==> config.mk <==
export PLATFORM = sky130hd
export DESIGN_NAME = muldiv_sequencer
export DESIGN_NICKNAME = d
export VERILOG_FILES = /design/src/rtl/muldiv_sequencer_pkg.sv /design/src/rtl/muldiv_sequencer.sv
export SDC_FILE = /design/constraint.sdc
export NUM_CORES = 1
export LEC_CHECK = 0
export ABC_AREA = 1
export CAP_MARGIN = 20
export CORE_UTILIZATION = 40
export CTS_BUF_LIST = sky130_fd_sc_hd__clkbuf_8 sky130_fd_sc_hd__clkbuf_16
export DETAILED_ROUTE_END_ITERATION = 16
export GPL_ROUTABILITY_DRIVEN = 0
export HOLD_SLACK_MARGIN = 0.06
export PLACE_DENSITY_LB_ADDON = 0.12
export SLEW_MARGIN = 10
export SYNTH_ARGS = -nofsm -noshare
export SYNTH_HDL_FRONTEND = slang
export SYNTH_SLANG_ARGS = --single-unit
export TNS_END_PERCENT = 1
==> constraint.sdc <==
create_clock -name clk -period 2.65 [get_ports clk]
set_input_delay 0.53 -clock clk [delete_from_list [all_inputs] [get_ports clk]]
set_output_delay 0.53 -clock clk [all_outputs]
set_load 0.03 [all_outputs]
==> src/rtl/muldiv_sequencer_pkg.sv <==
// Shared CPU definitions: ALU opcodes, flag bit positions and the
// sequencer's early-exit classification.
package muldiv_sequencer_pkg;

    // ALU opcodes shared by the ALU and every block that borrows it.
    localparam logic [4:0] ALU_OP_ADD = 5'd0;
    localparam logic [4:0] ALU_OP_SUB = 5'd1;
    localparam logic [4:0] ALU_OP_AND = 5'd2;
    localparam logic [4:0] ALU_OP_OR  = 5'd3;
    localparam logic [4:0] ALU_OP_XOR = 5'd4;

    // Flag bit indices inside the 4-bit flag word.
    localparam int unsigned FLAG_Z = 0;
    localparam int unsigned FLAG_C = 1;
    localparam int unsigned FLAG_V = 2;
    localparam int unsigned FLAG_S = 3;

    // Operation select on the op input.
    localparam logic OP_MUL = 1'b0;
    localparam logic OP_DIV = 1'b1;

    // How an operation ended: full iteration, DIV overflow or DIV by zero.
    typedef enum logic [1:0] {
        EXIT_NORMAL = 2'd0,
        EXIT_OVF    = 2'd1,
        EXIT_DZ     = 2'd2
    } exit_e;

    // Assemble a flag word from individual flag values.
    function automatic logic [3:0] pack_flags(input logic z, input logic c,
                                              input logic v, input logic s);
        logic [3:0] f;
        f         = 4'd0;
        f[FLAG_Z] = z;
        f[FLAG_C] = c;
        f[FLAG_V] = v;
        f[FLAG_S] = s;
        return f;
    endfunction

endpackage

==> src/rtl/muldiv_sequencer.sv <==
// 8x8 multiply / 16-by-8 divide sequencer that borrows the shared ALU for
// eight iterations. MUL accumulates shifted partial products with ADD;
// DIV runs restoring division with SUB, using the ALU carry as the borrow.
module muldiv_sequencer
    import muldiv_sequencer_pkg::*;
(
    input  logic        clk,
    input  logic        reset,
    input  logic        start,
    input  logic        op,
    input  logic [15:0] a_in,
    input  logic [7:0]  b_in,
    output logic        busy,
    output logic        done,
    output logic        div_zero,
    output logic [15:0] result,
    output logic [3:0]  flags,
    output logic        alu_req,
    output logic [4:0]  alu_op,
    output logic        alu_size,
    output logic [15:0] alu_a,
    output logic [15:0] alu_b,
    input  logic [15:0] alu_r,
    input  logic [3:0]  alu_flags
);

    typedef enum logic [1:0] {
        ST_IDLE   = 2'd0,
        ST_CHECK  = 2'd1,
        ST_ITER   = 2'd2,
        ST_FINISH = 2'd3
    } state_e;

    state_e      state_r;
    state_e      state_nx_s;
    logic [2:0]  cnt_r;
    logic        op_r;
    logic [15:0] a_r;
    logic [7:0]  b_r;
    // MUL: running product. DIV: {remainder, quotient bits shifted in}.
    logic [15:0] acc_r;
    exit_e       exit_r;
    logic        busy_r;
    logic        done_r;
    logic        div_zero_r;
    logic [15:0] result_r;
    logic [3:0]  flags_r;

    logic [2:0]  bit_idx_s;
    logic [15:0] div_shift_s;
    logic [15:0] mul_term_s;
    logic        alu_req_s;
    logic [15:0] alu_a_s;
    logic [15:0] alu_b_s;
    logic        unused_flags_s;

    // Only the carry/borrow is consumed from the ALU flags.
    assign unused_flags_s = ^{alu_flags[FLAG_Z], alu_flags[FLAG_V], alu_flags[FLAG_S]};

    // Division walks dividend bits 7 down to 0 as the counter goes 0..7.
    assign bit_idx_s   = 3'd7 - cnt_r;
    assign div_shift_s = {7'd0, acc_r[15:8], a_r[bit_idx_s]};
    assign mul_term_s  = {8'd0, a_r[7:0]} << cnt_r;

    assign busy     = busy_r;
    assign done     = done_r;
    assign div_zero = div_zero_r;
    assign result   = result_r;
    assign flags    = flags_r;
    assign alu_req  = alu_req_s;
    assign alu_a    = alu_a_s;
    assign alu_b    = alu_b_s;
    assign alu_op   = (op_r == OP_DIV) ? ALU_OP_SUB : ALU_OP_ADD;
    assign alu_size = 1'b1;

    // State register.
    always_ff @(posedge clk) begin
        if (reset) begin
            state_r <= ST_IDLE;
        end else begin
            state_r <= state_nx_s;
        end
    end

    // Next-state decode: early exits for DIV by zero and quotient overflow.
    always_comb begin
        state_nx_s = state_r;
        case (state_r)
            ST_IDLE: begin
                if (start) begin
                    state_nx_s = ST_CHECK;
                end else begin
                    state_nx_s = ST_IDLE;
                end
            end
            ST_CHECK: begin
                if ((op_r == OP_DIV) && ((b_r == 8'd0) || (a_r[15:8] >= b_r))) begin
                    state_nx_s = ST_FINISH;
                end else begin
                    state_nx_s = ST_ITER;
                end
            end
            ST_ITER: begin
                if (cnt_r == 3'd7) begin
                    state_nx_s = ST_FINISH;
                end else begin
                    state_nx_s = ST_ITER;
                end
            end
            ST_FINISH: state_nx_s = ST_IDLE;
            default:   state_nx_s = ST_IDLE;
        endcase
    end

    // ALU request and operands; the bus is quiet outside iteration.
    always_comb begin
        alu_req_s = 1'b0;
        alu_a_s   = 16'd0;
        alu_b_s   = 16'd0;
        if (state_r == ST_ITER) begin
            alu_req_s = 1'b1;
            if (op_r == OP_DIV) begin
                alu_a_s = div_shift_s;
                alu_b_s = {8'd0, b_r};
            end else begin
                alu_a_s = acc_r;
                alu_b_s = b_r[cnt_r] ? mul_term_s : 16'd0;
            end
        end else begin
            alu_req_s = 1'b0;
            alu_a_s   = 16'd0;
            alu_b_s   = 16'd0;
        end
    end

    // Operand capture, iteration datapath and registered completion outputs.
    always_ff @(posedge clk) begin
        if (reset) begin
            cnt_r      <= 3'd0;
            op_r       <= OP_MUL;
            a_r        <= 16'd0;
            b_r        <= 8'd0;
            acc_r      <= 16'd0;
            exit_r     <= EXIT_NORMAL;
            busy_r     <= 1'b0;
            done_r     <= 1'b0;
            div_zero_r <= 1'b0;
            result_r   <= 16'd0;
            flags_r    <= 4'd0;
        end else begin
            done_r     <= 1'b0;
            div_zero_r <= 1'b0;
            case (state_r)
                ST_IDLE: begin
                    if (start) begin
                        a_r    <= a_in;
                        b_r    <= b_in;
                        op_r   <= op;
                        busy_r <= 1'b1;
                    end
                end
                ST_CHECK: begin
                    cnt_r <= 3'd0;
                    if (op_r == OP_DIV) begin
                        acc_r <= {a_r[15:8], 8'd0};
                        if (b_r == 8'd0) begin
                            exit_r <= EXIT_DZ;
                        end else if (a_r[15:8] >= b_r) begin
                            exit_r <= EXIT_OVF;
                        end else begin
                            exit_r <= EXIT_NORMAL;
                        end
                    end else begin
                        acc_r  <= 16'd0;
                        exit_r <= EXIT_NORMAL;
                    end
                end
                ST_ITER: begin
                    cnt_r <= cnt_r + 3'd1;
                    if (op_r == OP_MUL) begin
                        acc_r <= alu_r;
                    end else if (!alu_flags[FLAG_C]) begin
                        acc_r <= {alu_r[7:0], acc_r[6:0], 1'b1};
                    end else begin
                        acc_r <= {div_shift_s[7:0], acc_r[6:0], 1'b0};
                    end
                end
                ST_FINISH: begin
                    done_r <= 1'b1;
                    busy_r <= 1'b0;
                    cnt_r  <= 3'd0;
                    case (exit_r)
                        EXIT_DZ: begin
                            div_zero_r <= 1'b1;
                            result_r   <= a_r;
                            flags_r    <= 4'd0;
                        end
                        EXIT_OVF: begin
                            result_r <= a_r;
                            flags_r  <= pack_flags(1'b0, 1'b0, 1'b1, 1'b0);
                        end
                        default: begin
                            result_r <= acc_r;
                            if (op_r == OP_DIV) begin
                                flags_r <= pack_flags(acc_r[7:0] == 8'd0, 1'b0, 1'b0, acc_r[7]);
                            end else begin
                                flags_r <= pack_flags(acc_r == 16'd0, 1'b0, 1'b0, acc_r[15]);
                            end
                        end
                    endcase
                end
                default: begin
                    busy_r <= 1'b0;
                end
            endcase
        end
    end

endmodule

; ---- Yosys cells after proc, flatten, opt, wreduce, memory -nomap -nowiden
; Index checks and enable logic that the tools add are counted.
[op_classes]
addsub = 2
order_cmp = 3
reduce_logical = 14
muxes = 30
bitwise = 1
eq_ne = 7
shifts = 1
[ops]
columns = cell, n
row1 = 16-bit 2-to-1 mux, 9
row2 = 16-bit one-hot mux with 2 select lines, 1
row3 = 16-bit zero test, 1
row4 = 8-bit zero test, 2
row5 = 8-bit by 3-bit << shifter with 16-bit output, 1
row6 = 1-bit 2-to-1 mux, 11
row7 = 8-bit greater-or-equal comparator, 1
row8 = 2-bit one-hot mux with 4 select lines, 1
row9 = 4-bit one-hot mux with 2 select lines, 1
row10 = 1-bit binary-select mux with 3-bit select, 2
row11 = 2-bit == test (second input constant), 3
row12 = 3-bit one-hot mux with 2 select lines, 1
row13 = 2-bit nonzero test, 3
row14 = 2-bit OR reduction, 3
row15 = 3-bit by 5-bit less-than comparator with 1-bit output (second input constant), 1
row16 = 2-bit by 1-bit == test with 1-bit output (second input constant), 2
row17 = 3-bit by 4-bit less-than comparator with 1-bit output (second input constant), 1
row18 = 2-bit 2-to-1 mux, 2
row19 = 4-bit 2-to-1 mux, 1
row20 = 2-bit AND reduction, 2
row21 = 3-bit by 1-bit adder with 3-bit output (second input constant), 1
row22 = 3-bit == test (second input constant), 1
row23 = 3-bit subtractor (first input constant), 1
row24 = 2-bit zero test, 1
row25 = 5 further kinds, 5
[word_totals]
in_bits = 48
reg_bits = 71

; ---- Logic depth before layout (Yosys ltp)
[depth]
depth_word = 6
depth_mapped = 11
mapped_depth_nobuf = 11

; ---- Worst setup path after synthesis
; No wires, ideal clock.
[synth_timing]
path_type = register to output
from = reg state_r[0]
to = out alu_b[14]
stages_incl_launch_ff = 7
arrival_time_ns = 1.963
n_path_buf = 0
path_slack_ns = 0.157
cell_sequence = dfxtp_1 > inv_1 > ha_1 > nand2_2 > inv_4 > nand3_2 > nor3_1
[synth_between]
elab_chain_len = 2
[synth_lines]
columns = element, line
row1 = start: declaration, muldiv_sequencer.sv:34  ; state_e state_r;
row2 = start signal: assignment, muldiv_sequencer.sv:81  ; state_r <= state_nx_s;
row3 = 2-bit == test, muldiv_sequencer.sv:120  ; if (state_r == ST_ITER) begin
row4 = 16-bit 2-to-1 mux, muldiv_sequencer.sv:120
row5 = end: declaration, muldiv_sequencer.sv:22  ; output logic [15:0] alu_b,
; Every way passes these cells.

; ---- Final worst setup path
[layout_timing]
from = reg state_r[0]
to = out alu_b[11]
; The elaborated chain is that of the path after synthesis.

==> impl_metrics.csv <==
group,metric,value,unit
clocking,hold_buffers,0,
routing,routed.top_layer,"met4",
sta,finalCritPeriodShare,93.3,%
routing,post_drt_via_cell_ratio,5.18,
sta,relSlewSlack,60.1,%
sta,tns,0,ps
setup_path,worst_setup_path_end_kind,"output port",
floorplanning,core-area,9730,sq um
floorplanning,starting_density_of_the_core,41.0,%
yosys,synth-warning-count,0,
yosys,synthMuxAreaShare,0.251,%
cells_and_area,drive_gt1_share,11.4,%
routing,met1Wirelength,5590,microns
routing,antenna_violating_nets_post_route,0,
floorplanning,die_area,10400,sq um
clocking,count_of_h_tree_levels_built_during_cts,3,
yosys,yosys_register_bits,70,
setup_path,crit_arrival,1940,ps
yosys,synth_simple_gate_area_share,24.2,%
cells_and_area,layout.nets,750,
pwr,design_power_total,3.75,mW
routing,detailroute.via_count,4263,
yosys,syn_area_per_cell,6.73,sq um
routing,detail_route.iter0.violations,184,
floorplanning,placement_rows,36,
clocking,clk_pin_slew_worst_paths,80,ps
setup_path,worst_setup_path_start_kind,"flip-flop",
yosys,synth.top_cells.by_count,"sky130_fd_sc_hd__nand2_1, sky130_fd_sc_hd__a21oi_1, sky130_fd_sc_hd__dfxtp_1",
global_route,grtUsageTotal,24.4,%
yosys,synth.area.top_cells,"sky130_fd_sc_hd__dfxtp_1, sky130_fd_sc_hd__nand2_1, sky130_fd_sc_hd__a21oi_1, sky130_fd_sc_hd__o21ai_0, sky130_fd_sc_hd__nor2_1",
clocking,clock-sinks,70,
pwr,vdd.ir_drop.worst,0.000320,V
place,io_buffers,99,
sta,final.hold.worst_slack,471,ps
yosys,synth-seq-area-share,35.1,%
sta,report.final.setup_viol,0,
sta,final-max-slew-violation-count,0,
setup_path,critPathRequiredTime,2120,ps
sta,hold_viol,0,
cells_and_area,insertedDiodeCount,0,
yosys,synthesized_area_fraction_occupied_by_xor_and_xnor_cells,0,%
setup_path,worst-r2r-cell-count,8,
clocking,clock_insertion_delay_worst_skew,360,ps
yosys,synth_adder_area_share,5.33,%
yosys,largest_family_of_logic_cells_by_synthesized_area,"simple AND/OR/NAND/NOR gates",
cells_and_area,area_growth_syn_to_layout,31.5,%
yosys,synth_enable_flop_cells,0,
pwr,cellLeakagePower,2.33,nW
cells_and_area,n_fill_cell,974,
yosys,synthDominantAreaCellType,"sky130_fd_sc_hd__dfxtp_1",
sta,worstMarginPinSlew,597,ps
sta,setup_repair_after_global_routing_missed_its_margin,"no",
floorplanning,fp.dieH,102,microns
sta,max_freq,404,MHz
yosys,synthCells,593,
hold_path,hold_class,"reg2reg",
outcome,run_status,"completed",
routing,met3_length,806,microns
yosys,yosys.cell_count.top_type,"sky130_fd_sc_hd__nand2_1",
clocking,clockBufferDepth,2,
yosys,compound_gate_fraction_of_synth_area,24.1,%
floorplanning,die_w,102,microns
hold_path,min_path_cells,2,
clocking,cts_tree,"yes",
clocking,tritoncts.num_buffers,9,
run,timing.max_cap.violations,0,
floorplanning,design.portCount,110,
pwr,power_per_cell_area,714,nW/um^2
sta,fin_worst_skew,8.85,ps
yosys,synthDistinctLibCells,36,
global_route,grt_pass1_wl,19600,microns
routing,wire_length_per_cell_after_detailed_routing,14.8,microns
yosys,post-synth-top-area-fraction,35.1,%
global_route,remaining_global_route_overflow,0,
routing,wl_met2,5570,microns
yosys,synthArstFlopShare,0,%
clocking,clock-root-buffer,"sky130_fd_sc_hd__clkbuf_8",
setup_path,critical_path_peak_fanout,10,
sta,final.min_clock_period,2470,ps
routing,totalWireLength,12200,microns
global_route,grt_start_max_net_pins,33,
yosys,mappedNetlistArea,3990,sq um
yosys,synthFlopType,"sky130_fd_sc_hd__dfxtp_1",
place,detailed_place_hpwl,9240,microns
global_route,grt_antenna_before_repair,0,
routing,first_pass_iters,5,
routing,remaining_drc_errors,0,
setup_path,kind_of_critical_path,"reg2out",
global_route,vias_in_the_first_global_route,4010,
-- power by group --
part	leakage [nW]	internal (mW)	switching [mW]	total, mW
clock	0.113	0.535	0.420	0.955
sequential	0.572	1.20	0.153	1.36
combinational	1.65	0.526	0.910	1.44
-- layout by cell type, fill, tap and decap left out, types with 20 or more instances in the layout --
master,synthesis,final
sky130_fd_sc_hd__nor2_1,59,59
sky130_fd_sc_hd__nand3_1,20,20
sky130_fd_sc_hd__o21ai_1,28,28
sky130_fd_sc_hd__buf_4,9,32
sky130_fd_sc_hd__o21ai_0,45,45
sky130_fd_sc_hd__dfxtp_1,70,69
sky130_fd_sc_hd__nand2_1,124,124
sky130_fd_sc_hd__clkdlybuf4s50_1,0,68
sky130_fd_sc_hd__inv_1,50,51
sky130_fd_sc_hd__a21oi_1,81,81
-- kinds of logic (layout without fill, tap and decap cells) --
group	after synthesis	in the layout
AO/OA/AOI/OAI	180	180
adder cells (fa/ha/maj)	17	17
buffers and inverters	97	189
flip-flops	70	70
multiplexers	1	1
other	2	7
AND/OR/NAND/NOR	226	226
-- registers in the layout (all words and copies together), names as in the netlist, 2 cells and up --
name / cells
cnt_r: 3
result: 16
acc_r: 16
exit_r: 2
b_r: 8
flags: 3
state_r: 2
a_r: 16
-- area by class of cell --
cell class | count | area [sq um] | area share [%]
Inverter | 57 | 216 | 4.12
Tap cell | 133 | 166 | 3.17
Clock inverter | 3 | 41.3 | 0.787
Clock buffer | 13 | 179 | 3.41
Timing Repair Buffer | 116 | 1060 | 20.3
Multi-Input combinational cell | 431 | 2180 | 41.5
Sequential cell | 70 | 1400 | 26.7
-- final timing paths --
kind,startpoint,end,slack [ps]
max,state_r[0],alu_b[11],180
max reg2reg,state_r[0],acc_r[12],800
min,flags[0],flags[0],470
min reg2reg,flags[0],flags[0],470
-- metrics by stage --
step | instance area, sq um | util [%] | setup WS [ps] | std cells
6_report | 5250 | 53.9 | 178 | 823
5_1_grt | 5250 | 53.9 | 42.4 | 823
4_1_cts | 5250 | 54.0 | 20.9 | 823
3_5_place_dp | 5040 | 51.8 | 126 | 807
3_3_place_gp | 5040 | 51.8 | 163 | 807
2_1_floorplan | 4010 | - | 157 | 598
-- worst max-delay path: stages (launching register included) --
cell                            delay [ps]
sky130_fd_sc_hd__dfxtp_1               330
sky130_fd_sc_hd__inv_1                 110
sky130_fd_sc_hd__ha_1                  190
sky130_fd_sc_hd__nand2_2                90
sky130_fd_sc_hd__inv_4                 140
sky130_fd_sc_hd__nand3_2               180
sky130_fd_sc_hd__nor2_1                140
sky130_fd_sc_hd__dlygate4sd2_1         410
-- layer usage --
| metal | global-route usage, % | vias up |
|---|---|---|
| met5 | 0 | - |
| met1 | 32.1 | 1936 |
| met4 | 9.56 | 0 |
| met3 | 3.56 | 22 |
| met2 | 40.2 | 170 |
| li1 | - | 2135 |
-- timing repair --
action | 4_1_cts | 5_1_grt
resized for setup | 9 | 20
setup buffers | 0 | 0
gates cloned | 0 | 0
endpoints found under the setup margin | 9 | 13
(Power assumes the default switching activity.)
